===== src/rtl/alu_pkg.sv =====
// Shared ALU op encodings and flag bundle for the N-bit ALU and its core.
// Latency: n/a (types only). Backpressure: n/a. SLL/SRL codes are only legal with ALU_SHIFT_EN.
package alu_pkg;

   localparam logic [3:0] ALU_AND = 4'b0000;
   localparam logic [3:0] ALU_OR  = 4'b0001;
   localparam logic [3:0] ALU_ADD = 4'b0010;
   localparam logic [3:0] ALU_SLL = 4'b0011;
   localparam logic [3:0] ALU_SRL = 4'b0100;
   localparam logic [3:0] ALU_SUB = 4'b0110;
   localparam logic [3:0] ALU_SLT = 4'b0111;
   localparam logic [3:0] ALU_NOR = 4'b1100;

   typedef struct packed {
      logic carry;
      logic overflow;
      logic zero;
      logic illegal;
   } alu_flags_t;

endpackage


===== src/rtl/alu_core.sv =====
// Combinational N-bit ALU: result and flags from a, b and op.
// Latency: 0 cycles. Backpressure: none. ALU_SHIFT_EN enables SLL/SRL, otherwise they are illegal.
module alu_core
   import alu_pkg::*;
#(
   parameter int WIDTH = 32
) (
   input  logic [WIDTH-1:0] a,
   input  logic [WIDTH-1:0] b,
   input  logic [3:0]       op,
   output logic [WIDTH-1:0] result,
   output alu_flags_t       flags
);

`ifdef ALU_SHIFT_EN
   localparam int SHW = $clog2(WIDTH);
`endif

   logic [WIDTH-1:0] b_eff;
   logic [WIDTH:0]   sum;
   logic             cin;
   logic             ovf;

   // One shared adder: ADD uses b, SUB and SLT use ~b + 1.
   always_comb begin
      cin   = (op != ALU_ADD);
      b_eff = cin ? ~b : b;
      sum   = {1'b0, a} + {1'b0, b_eff} + {{WIDTH{1'b0}}, cin};
      ovf   = (a[WIDTH-1] == b_eff[WIDTH-1]) && (sum[WIDTH-1] != a[WIDTH-1]);
   end

   always_comb begin
      result = '0;
      flags  = '0;
      case (op)
         ALU_AND: result = a & b;
         ALU_OR:  result = a | b;
         ALU_NOR: result = ~(a | b);
         ALU_ADD, ALU_SUB: begin
            result         = sum[WIDTH-1:0];
            flags.carry    = sum[WIDTH];
            flags.overflow = ovf;
         end
         ALU_SLT: result = {{(WIDTH-1){1'b0}}, sum[WIDTH-1] ^ ovf};
`ifdef ALU_SHIFT_EN
         ALU_SLL: result = a << b[SHW-1:0];
         ALU_SRL: result = a >> b[SHW-1:0];
`endif
         default: flags.illegal = 1'b1;
      endcase
      flags.zero = (result == '0);
   end

endmodule


===== src/rtl/alu_nbit_pipe.sv =====
// Two-stage pipelined N-bit ALU with valid/ready on both sides (ALU_SHIFT_EN adds SLL/SRL).
// Latency: 2 cycles from input transfer to out_valid; 1 op/cycle. Backpressure: in_ready falls
// combinationally from out_ready when both stages are full; no skid buffer, stalled output held.
module alu_nbit_pipe
   import alu_pkg::*;
#(
   parameter int WIDTH = 32
) (
   input  logic             clk,
   input  logic             rst_n,
   input  logic             in_valid,
   output logic             in_ready,
   input  logic [WIDTH-1:0] a,
   input  logic [WIDTH-1:0] b,
   input  logic [3:0]       alu_op,
   output logic             out_valid,
   input  logic             out_ready,
   output logic [WIDTH-1:0] result,
   output logic             carry_out,
   output logic             overflow,
   output logic             zero,
   output logic             illegal_op
);

   logic             s1_valid_q, s1_valid_d;
   logic [WIDTH-1:0] a_q, a_d, b_q, b_d;
   logic [3:0]       op_q, op_d;
   logic             s2_valid_q, s2_valid_d;
   logic [WIDTH-1:0] result_q, result_d;
   alu_flags_t       flags_q, flags_d;

   logic             s1_adv, s2_adv;
   logic [WIDTH-1:0] core_result;
   alu_flags_t       core_flags;

   alu_core #(.WIDTH(WIDTH)) u_core (
      .a      (a_q),
      .b      (b_q),
      .op     (op_q),
      .result (core_result),
      .flags  (core_flags)
   );

   always_comb begin
      s2_adv = !s2_valid_q || out_ready;
      s1_adv = !s1_valid_q || s2_adv;

      s1_valid_d = s1_valid_q;
      a_d        = a_q;
      b_d        = b_q;
      op_d       = op_q;
      if (s1_adv) begin
         s1_valid_d = in_valid;
         if (in_valid) begin
            a_d  = a;
            b_d  = b;
            op_d = alu_op;
         end
      end

      // Bubbles advance the valid bit only, so the last result stays visible but unflagged.
      s2_valid_d = s2_valid_q;
      result_d   = result_q;
      flags_d    = flags_q;
      if (s2_adv) begin
         s2_valid_d = s1_valid_q;
         if (s1_valid_q) begin
            result_d = core_result;
            flags_d  = core_flags;
         end
      end
   end

   always_ff @(posedge clk or negedge rst_n) begin
      if (!rst_n) begin
         s1_valid_q <= 1'b0;
         a_q        <= '0;
         b_q        <= '0;
         op_q       <= '0;
         s2_valid_q <= 1'b0;
         result_q   <= '0;
         flags_q    <= '0;
      end else begin
         s1_valid_q <= s1_valid_d;
         a_q        <= a_d;
         b_q        <= b_d;
         op_q       <= op_d;
         s2_valid_q <= s2_valid_d;
         result_q   <= result_d;
         flags_q    <= flags_d;
      end
   end

   assign in_ready   = s1_adv;
   assign out_valid  = s2_valid_q;
   assign result     = result_q;
   assign carry_out  = flags_q.carry;
   assign overflow   = flags_q.overflow;
   assign zero       = flags_q.zero;
   assign illegal_op = flags_q.illegal;

endmodule


===== config.mk =====
export PLATFORM = sky130hd
export DESIGN_NAME = alu_nbit_pipe
export DESIGN_NICKNAME = d
export VERILOG_FILES = /design/src/rtl/alu_pkg.sv /design/src/rtl/alu_core.sv /design/src/rtl/alu_nbit_pipe.sv
export SDC_FILE = /design/constraint.sdc
export NUM_CORES = 1
export LEC_CHECK = 0
export ABC_AREA = 1
export ABC_CLOCK_PERIOD_IN_PS = 3000
export CORE_ASPECT_RATIO = 1.75
export CORE_MARGIN = 2
export CORE_UTILIZATION = 40
export DETAILED_ROUTE_END_ITERATION = 12
export PLACE_DENSITY_LB_ADDON = 0.3
export SLEW_MARGIN = 15
export SYNTH_ARGS = -nofsm -noshare
export SYNTH_HDL_FRONTEND = slang
export SYNTH_SLANG_ARGS = --single-unit
export TNS_END_PERCENT = 5

===== constraint.sdc =====
create_clock -name clk -period 3 [get_ports clk]
set_clock_uncertainty 0.15 [all_clocks]
set_input_delay 0.9 -clock clk [delete_from_list [all_inputs] [get_ports clk]]
set_output_delay 0.9 -clock clk [all_outputs]
set_load 0.02 [all_outputs]

Yosys cells after proc, flatten, opt, wreduce, memory -nomap -nowiden:

Index checks and enable logic that the tools add are counted.

* bits in registers: 106
* input bits: 72
* output and inout bits: 38
* word-level logic and storage cells: 40

* add/subtract/negate cells: 2
* equal/unequal tests: 8
* mux-type cells: 4
* bitwise gates (word level): 5
* reduce and logical (&&, ||, !) cells: 11

Operators by type and width (count)
* $pmux 32 s5: 1
* $not 32->32: 2
* $add 32x32->33: 1
* $add 33x1->33: 1
* $and 32x32->32: 1
* $logic_not 32->1: 1
* $mux 32: 1
* $or 32x32->32: 1
* $eq 4x3->1 const B: 2
* $reduce_or 6->1: 1
* $eq 4x1->1 const B: 1
* $eq 4x2->1 const B: 1
* $eq 4x4->1 const B: 1
* $logic_not 4->1: 1
* $ne 4x2->1 const B: 1
* $reduce_and 2->1: 2
* $logic_not 1->1: 2
* $logic_or 1x1->1: 2
* $mux 2: 1
* $reduce_or 2->1: 1
* $eq 1x1->1: 1
* $logic_and 1x1->1: 1
* $mux 1: 1
* $ne 1x1->1: 1
* $xor 1x1->1: 1

Depth between registers and ports, before layout:

* depth after elaboration: 9
* gate-level depth with buffers: 24
* gate-level depth less buffers: 24

Modules after synthesis:

A second synthesis with hierarchy kept.

* cells, all modules: 1233
* area total of the unflattened synthesis: 8052.7 µm²

By module, submodules not included
* alu_nbit_pipe: instances 1, cells an instance 458, area an instance 4154.0 µm², seq. area each 2652.5 µm²
* alu_core: instances 1, cells an instance 775, area an instance 3898.7 µm², seq. area each 0.0 µm²

Least setup slack after synthesis:

No wires, ideal clock.

* path kind: reg-to-reg
* start point: register op_q[3]
* end point: register flags_q (netlist bit zero)
* library setup time: 0.066 ns
* arrival: 2.869 ns
* required time: 2.784 ns
* slack: -0.085 ns
* stages on the path, launching flop included: 21
* buffers on the path: 1
* clock period less this slack: 3.085 ns
* path through: dfrtp_1 nor2_4 nand2_1 buf_1 xor2_1 ha_1 nand2_1 inv_1 a21oi_1 nor2_1 nor2_1 nand2_1 o21ai_0 nor2_1 nor2_1 nand2_1 nor2_1 nand3_1 nor2_1 nand3_1 nand2_1

* longest elaborated chain between the ends: 9
* elaborated cells on any way between the ends: 17
* those cells by class: add/sub (2); eq/ne (8); mux (2); bitwise (1); reduce/logical (4)

RTL lines
* start: declaration: RTL line alu_nbit_pipe.sv:27 `logic [3:0] op_q, op_d;`
* start signal: assignment: RTL line alu_nbit_pipe.sv:87 `op_q <= op_d;`
* $ne 4x2->1: RTL line alu_core.sv:26 `cin = (op != ALU_ADD);`
* $mux 32: RTL line alu_core.sv:27 `b_eff = cin ? ~b : b;`
* $add 32x32->33: RTL line alu_core.sv:28 `sum = {1'b0, a} + {1'b0, b_eff} + {{WIDTH{1'b0}}, cin};`
* $add 33x1->33: RTL line alu_core.sv:28
* $ne 1x1->1: RTL line alu_core.sv:29 `ovf = (a[WIDTH-1] == b_eff[WIDTH-1]) && (sum[WIDTH-1] != a[WIDTH-1]);`
* $logic_and 1x1->1: RTL line alu_core.sv:29
* $xor 1x1->1: RTL line alu_core.sv:44 `ALU_SLT: result = {{(WIDTH-1){1'b0}}, sum[WIDTH-1] ^ ovf};`
* $pmux 32 s5 (*): RTL line alu_core.sv:35 `case (op)`
* $logic_not 32->1 (*): RTL line alu_core.sv:51 `flags.zero = (result == '0);`
* end signal: assignment: RTL line alu_nbit_pipe.sv:90 `flags_q <= flags_d;`
* end: declaration: RTL line alu_nbit_pipe.sv:30 `alu_flags_t flags_q, flags_d;`

Every way passes the cells marked *; elsewhere a longest branch is shown, timed or not.
A chain may end at the register's enable or synchronous reset.

Final worst setup path:

Ends and elaborated chain as after synthesis.

==> impl_results.md <==
* Run status: complete, but fails checks
* Failing checks: setup timing
* Top_reg_cell synth: dfrtp_1
* Clock transition at path regs at 70 ps
* Root Driver: clkbuf_16
* GRT Util Overall at 26.3%
* Reg2reg path depth at 21
* Nets@finish at 1406
* Die span in y at 186 um
* RSZ-0062 raised after global routing: true
* Gr ovfl total at 0
* CTS tree: built
* Asr flop ratio synth at 100%
* Initial antenna violation count at 0
* Core Box Area at around 19000 sq um
* Vias in the first global route at 8070
* Pin count of the biggest net entering global routing at 72
* DR iter-0 viols at 380
* GP Congestion at 0.971
* Period Utilization, post-route at 107%
* Crit Path Class: register to register
* Clock power share at about 16%
* Final std cell area, no fill at roughly 11000 sq um
* Flops & latches, synth at about 110
* Vias per inst at 5.21
* I/O Pins at 110
* Yosys top cell area share at a little over a third
* Site Rows at 66
* Post-synth top cells: 226 x nand2_1, 138 x nor2_1, 106 x dfrtp_1, 103 x inv_1, 73 x nand3_1
* Reg2Reg Setup Slack at -200 ps
* Cell variety after synth at 44
* PortBufs at 109
* NetSw at 3.22 mW
* Internal power at 4.38 mW
* First-pass GRT wire length at 40300 um
* Worst hold slack at 166 ps
* Cells after Synth at about 1000
* Starting density of the core at 40.7%
* Clock Path Buffers at 2
* Post-DP HPWL at slightly above 20000 um
* Sw frac at 42.4%
* Warnings from Yosys at 0
* Total Wirelength at 25700 um
* Worst R2R End: zero$_DFFE_PN0P_
* Avg Synthesized Cell Area at 7.34 sq um
* Yosys top cell by area: dfrtp_1
* Crit-path max FO at 8
* Htree depth at 3
* Setup TNS at -1000 ps
* Antenna Nets Post-Route at 0
* Pwr Total at 7.60 mW
* Worst min path class: input port to asynchronous set/reset pin
* Top cells by area, synth: dfrtp_1 35%, nand2_1 11%, mux2_2 7.3%
* Die X-Extent at 108 um
* Share of layout cells above drive strength 1 at approximately 33%
* Final setup margin at -205 ps
* Cts bufs inserted at 9
* WL per Instance at approximately 17 um
* DR pass1 iterations at 5
* RR Startpoint: op_q[3]$_DFFE_PN0P_
* CP Capture Type: register
* Comb pwr share at 57.8%
* Antenna Cells at 0
* Crit path DAT at 3370 ps
* Footprint of the multi-input gates at 5060 sq um
* Register area share after synthesis at 35.0%
* Slew headroom at 60.3%
* Worst skew pair latency at between 300 and 400 ps
* DP Area at about 10000 sq um
* Sequential fraction of design power at about a quarter
* FMAX at approximately 310 MHz
* Register area at around 2700 sq um
* Fillers at 1727
* Final Hold Fails at 0
* Post-synth net total at ~1100
* Routed vias at approximately 8000
* Worst slew pin tran at roughly 590 ps
* Number of remaining DRC errors at 0
* Setup crit start kind: register
* Slew Viols, Final at 0
* CTS sink count at roughly 110
* Post-synth EDFFs at 0
* Die area at ~20000 sq um
* Cell area power density at about 680 nW/um^2
* Post-synthesis instance area at roughly 7600 sq um
* Setup Viol. Count Final at 10
* Critical Path RT at 3160 ps
* P&R area growth vs syn at 48.4%
* Crit path time final at 3200 ps
* Peak supply drop at slightly above 0.4 mV
* Worst slack, placed at -535 ps
* Most frequent cell after synthesis: nand2_1
* Leakage at 5.20 nW
* Max-Cap Viols at 0
[registers in the layout, indices dropped and copies added, names as in the netlist]
| name | cells |
|---|---|
| result | 32 |
| b_q | 32 |
| a_q | 32 |
| illegal_op | 1 |
| overflow | 1 |
| op_q | 4 |
| out_valid | 1 |
| s1_valid_q | 1 |
| carry_out | 1 |
| zero | 1 |
[timing repair]
item / CTS / global route
setup endpoints to repair: 20 / 25
hold buffers: 0 / 0
resized for setup: 98 / 121
pin swaps: 52 / 60
buffers inserted: 15 / 10
cloned: 1 / 0
[cell type report]
type                       count  area share (%)
tap                          238            2.65
timing repair buffer         285            22.5
clock inverter                 7           0.668
inverter                     107            3.60
clock buffer                   9            2.00
multi-input combinational    789            45.0
sequential                   106            23.6
[metal layers]
layer	GRT usage, %	part of all wire [%]	vias up
li1	-	-	3968
met1	27.4	36	3785
met2	49.5	55	205
met3	4.41	4.5	67
met4	13.8	5.1	0
met5	0	0	-
[layout by cell type (no fill, tap or decap), drive strengths merged, types with 10 or more instances in the layout]
master         count
a31oi             33
clkdlybuf4s50    107
nand3             75
o21ai             60
dfrtp            106
nor3              16
mux2              49
ha                35
nor2             142
nand3b            10
buf              177
a21oi             66
inv              109
xor2              31
nand2            237
[how the worst max path moves through the flow]
stage | endpoint | from | slack (ps) | depth (start not counted)
floorplan | zero$_DFFE_PN0P_ | op_q[3]$_DFFE_PN0P_ | 50 | 20
global placement | zero$_DFFE_PN0P_ | op_q[3]$_DFFE_PN0P_ | -520 | 21
detailed placement | zero$_DFFE_PN0P_ | op_q[1]$_DFFE_PN0P_ | -540 | 22
CTS | zero$_DFFE_PN0P_ | op_q[1]$_DFFE_PN0P_ | -180 | 23
global route | zero$_DFFE_PN0P_ | op_q[0]$_DFFE_PN0P_ | -450 | 21
finish | zero$_DFFE_PN0P_ | op_q[3]$_DFFE_PN0P_ | -200 | 21
[logic make-up (layout without fill, tap and decap cells)]
| family | count (synthesis) | count (layout) | synth area share [%] |
|---|---|---|---|
| buffers and inverters | 136 | 408 | 7.02 |
| adders and majority gates | 36 | 36 | 6.05 |
| muxes | 49 | 49 | 7.29 |
| DFF | 106 | 106 | 35.0 |
| AOI/OAI and AO/OA | 180 | 180 | 13.3 |
| xor gates and xnor gates | 32 | 32 | 3.70 |
| and+or+nand+nor | 492 | 492 | 27.6 |
[power groups by stage]
stage / combinational, mW / clock, mW / sequential, mW
6_report: 4.40 / 1.22 / 1.98
5_1_grt: 4.80 / 1.30 / 2.02
4_1_cts: 4.00 / 1.26 / 1.98
3_5_place_dp: 3.67 / 0 / 2.01
3_3_place_gp: 3.63 / 0 / 2.00
2_1_floorplan: 1.83 / 0 / 2.10
[per-stage QoR]
stage / utilization, % / std cells
after detailed placement: 54.0 / 1499
after floorplan: - / 1031
after global placement: 54.0 / 1499
final: 60.5 / 1541
after CTS: 57.9 / 1531
after global routing: 60.5 / 1541
[worst max-delay path, stage by stage, from the launching register on]
cell and delay (ps):
dfrtp_1 410, nor2_4 150, nand2_4 130, buf_12 180, buf_12 130, xor2_2 140, ha_2 390, buf_6 130
nand2_4 80, nor2_4 110, inv_1 90, nor2_2 110, nand3_1 90, nand3_1 140, a21oi_1 80, o21ai_1 120
nand2_1 70, inv_1 90, nand3_1 90, nor2_1 110, nand3_1 80, nand2_1 60
Note: power is estimated with default switching activity, not from simulation.
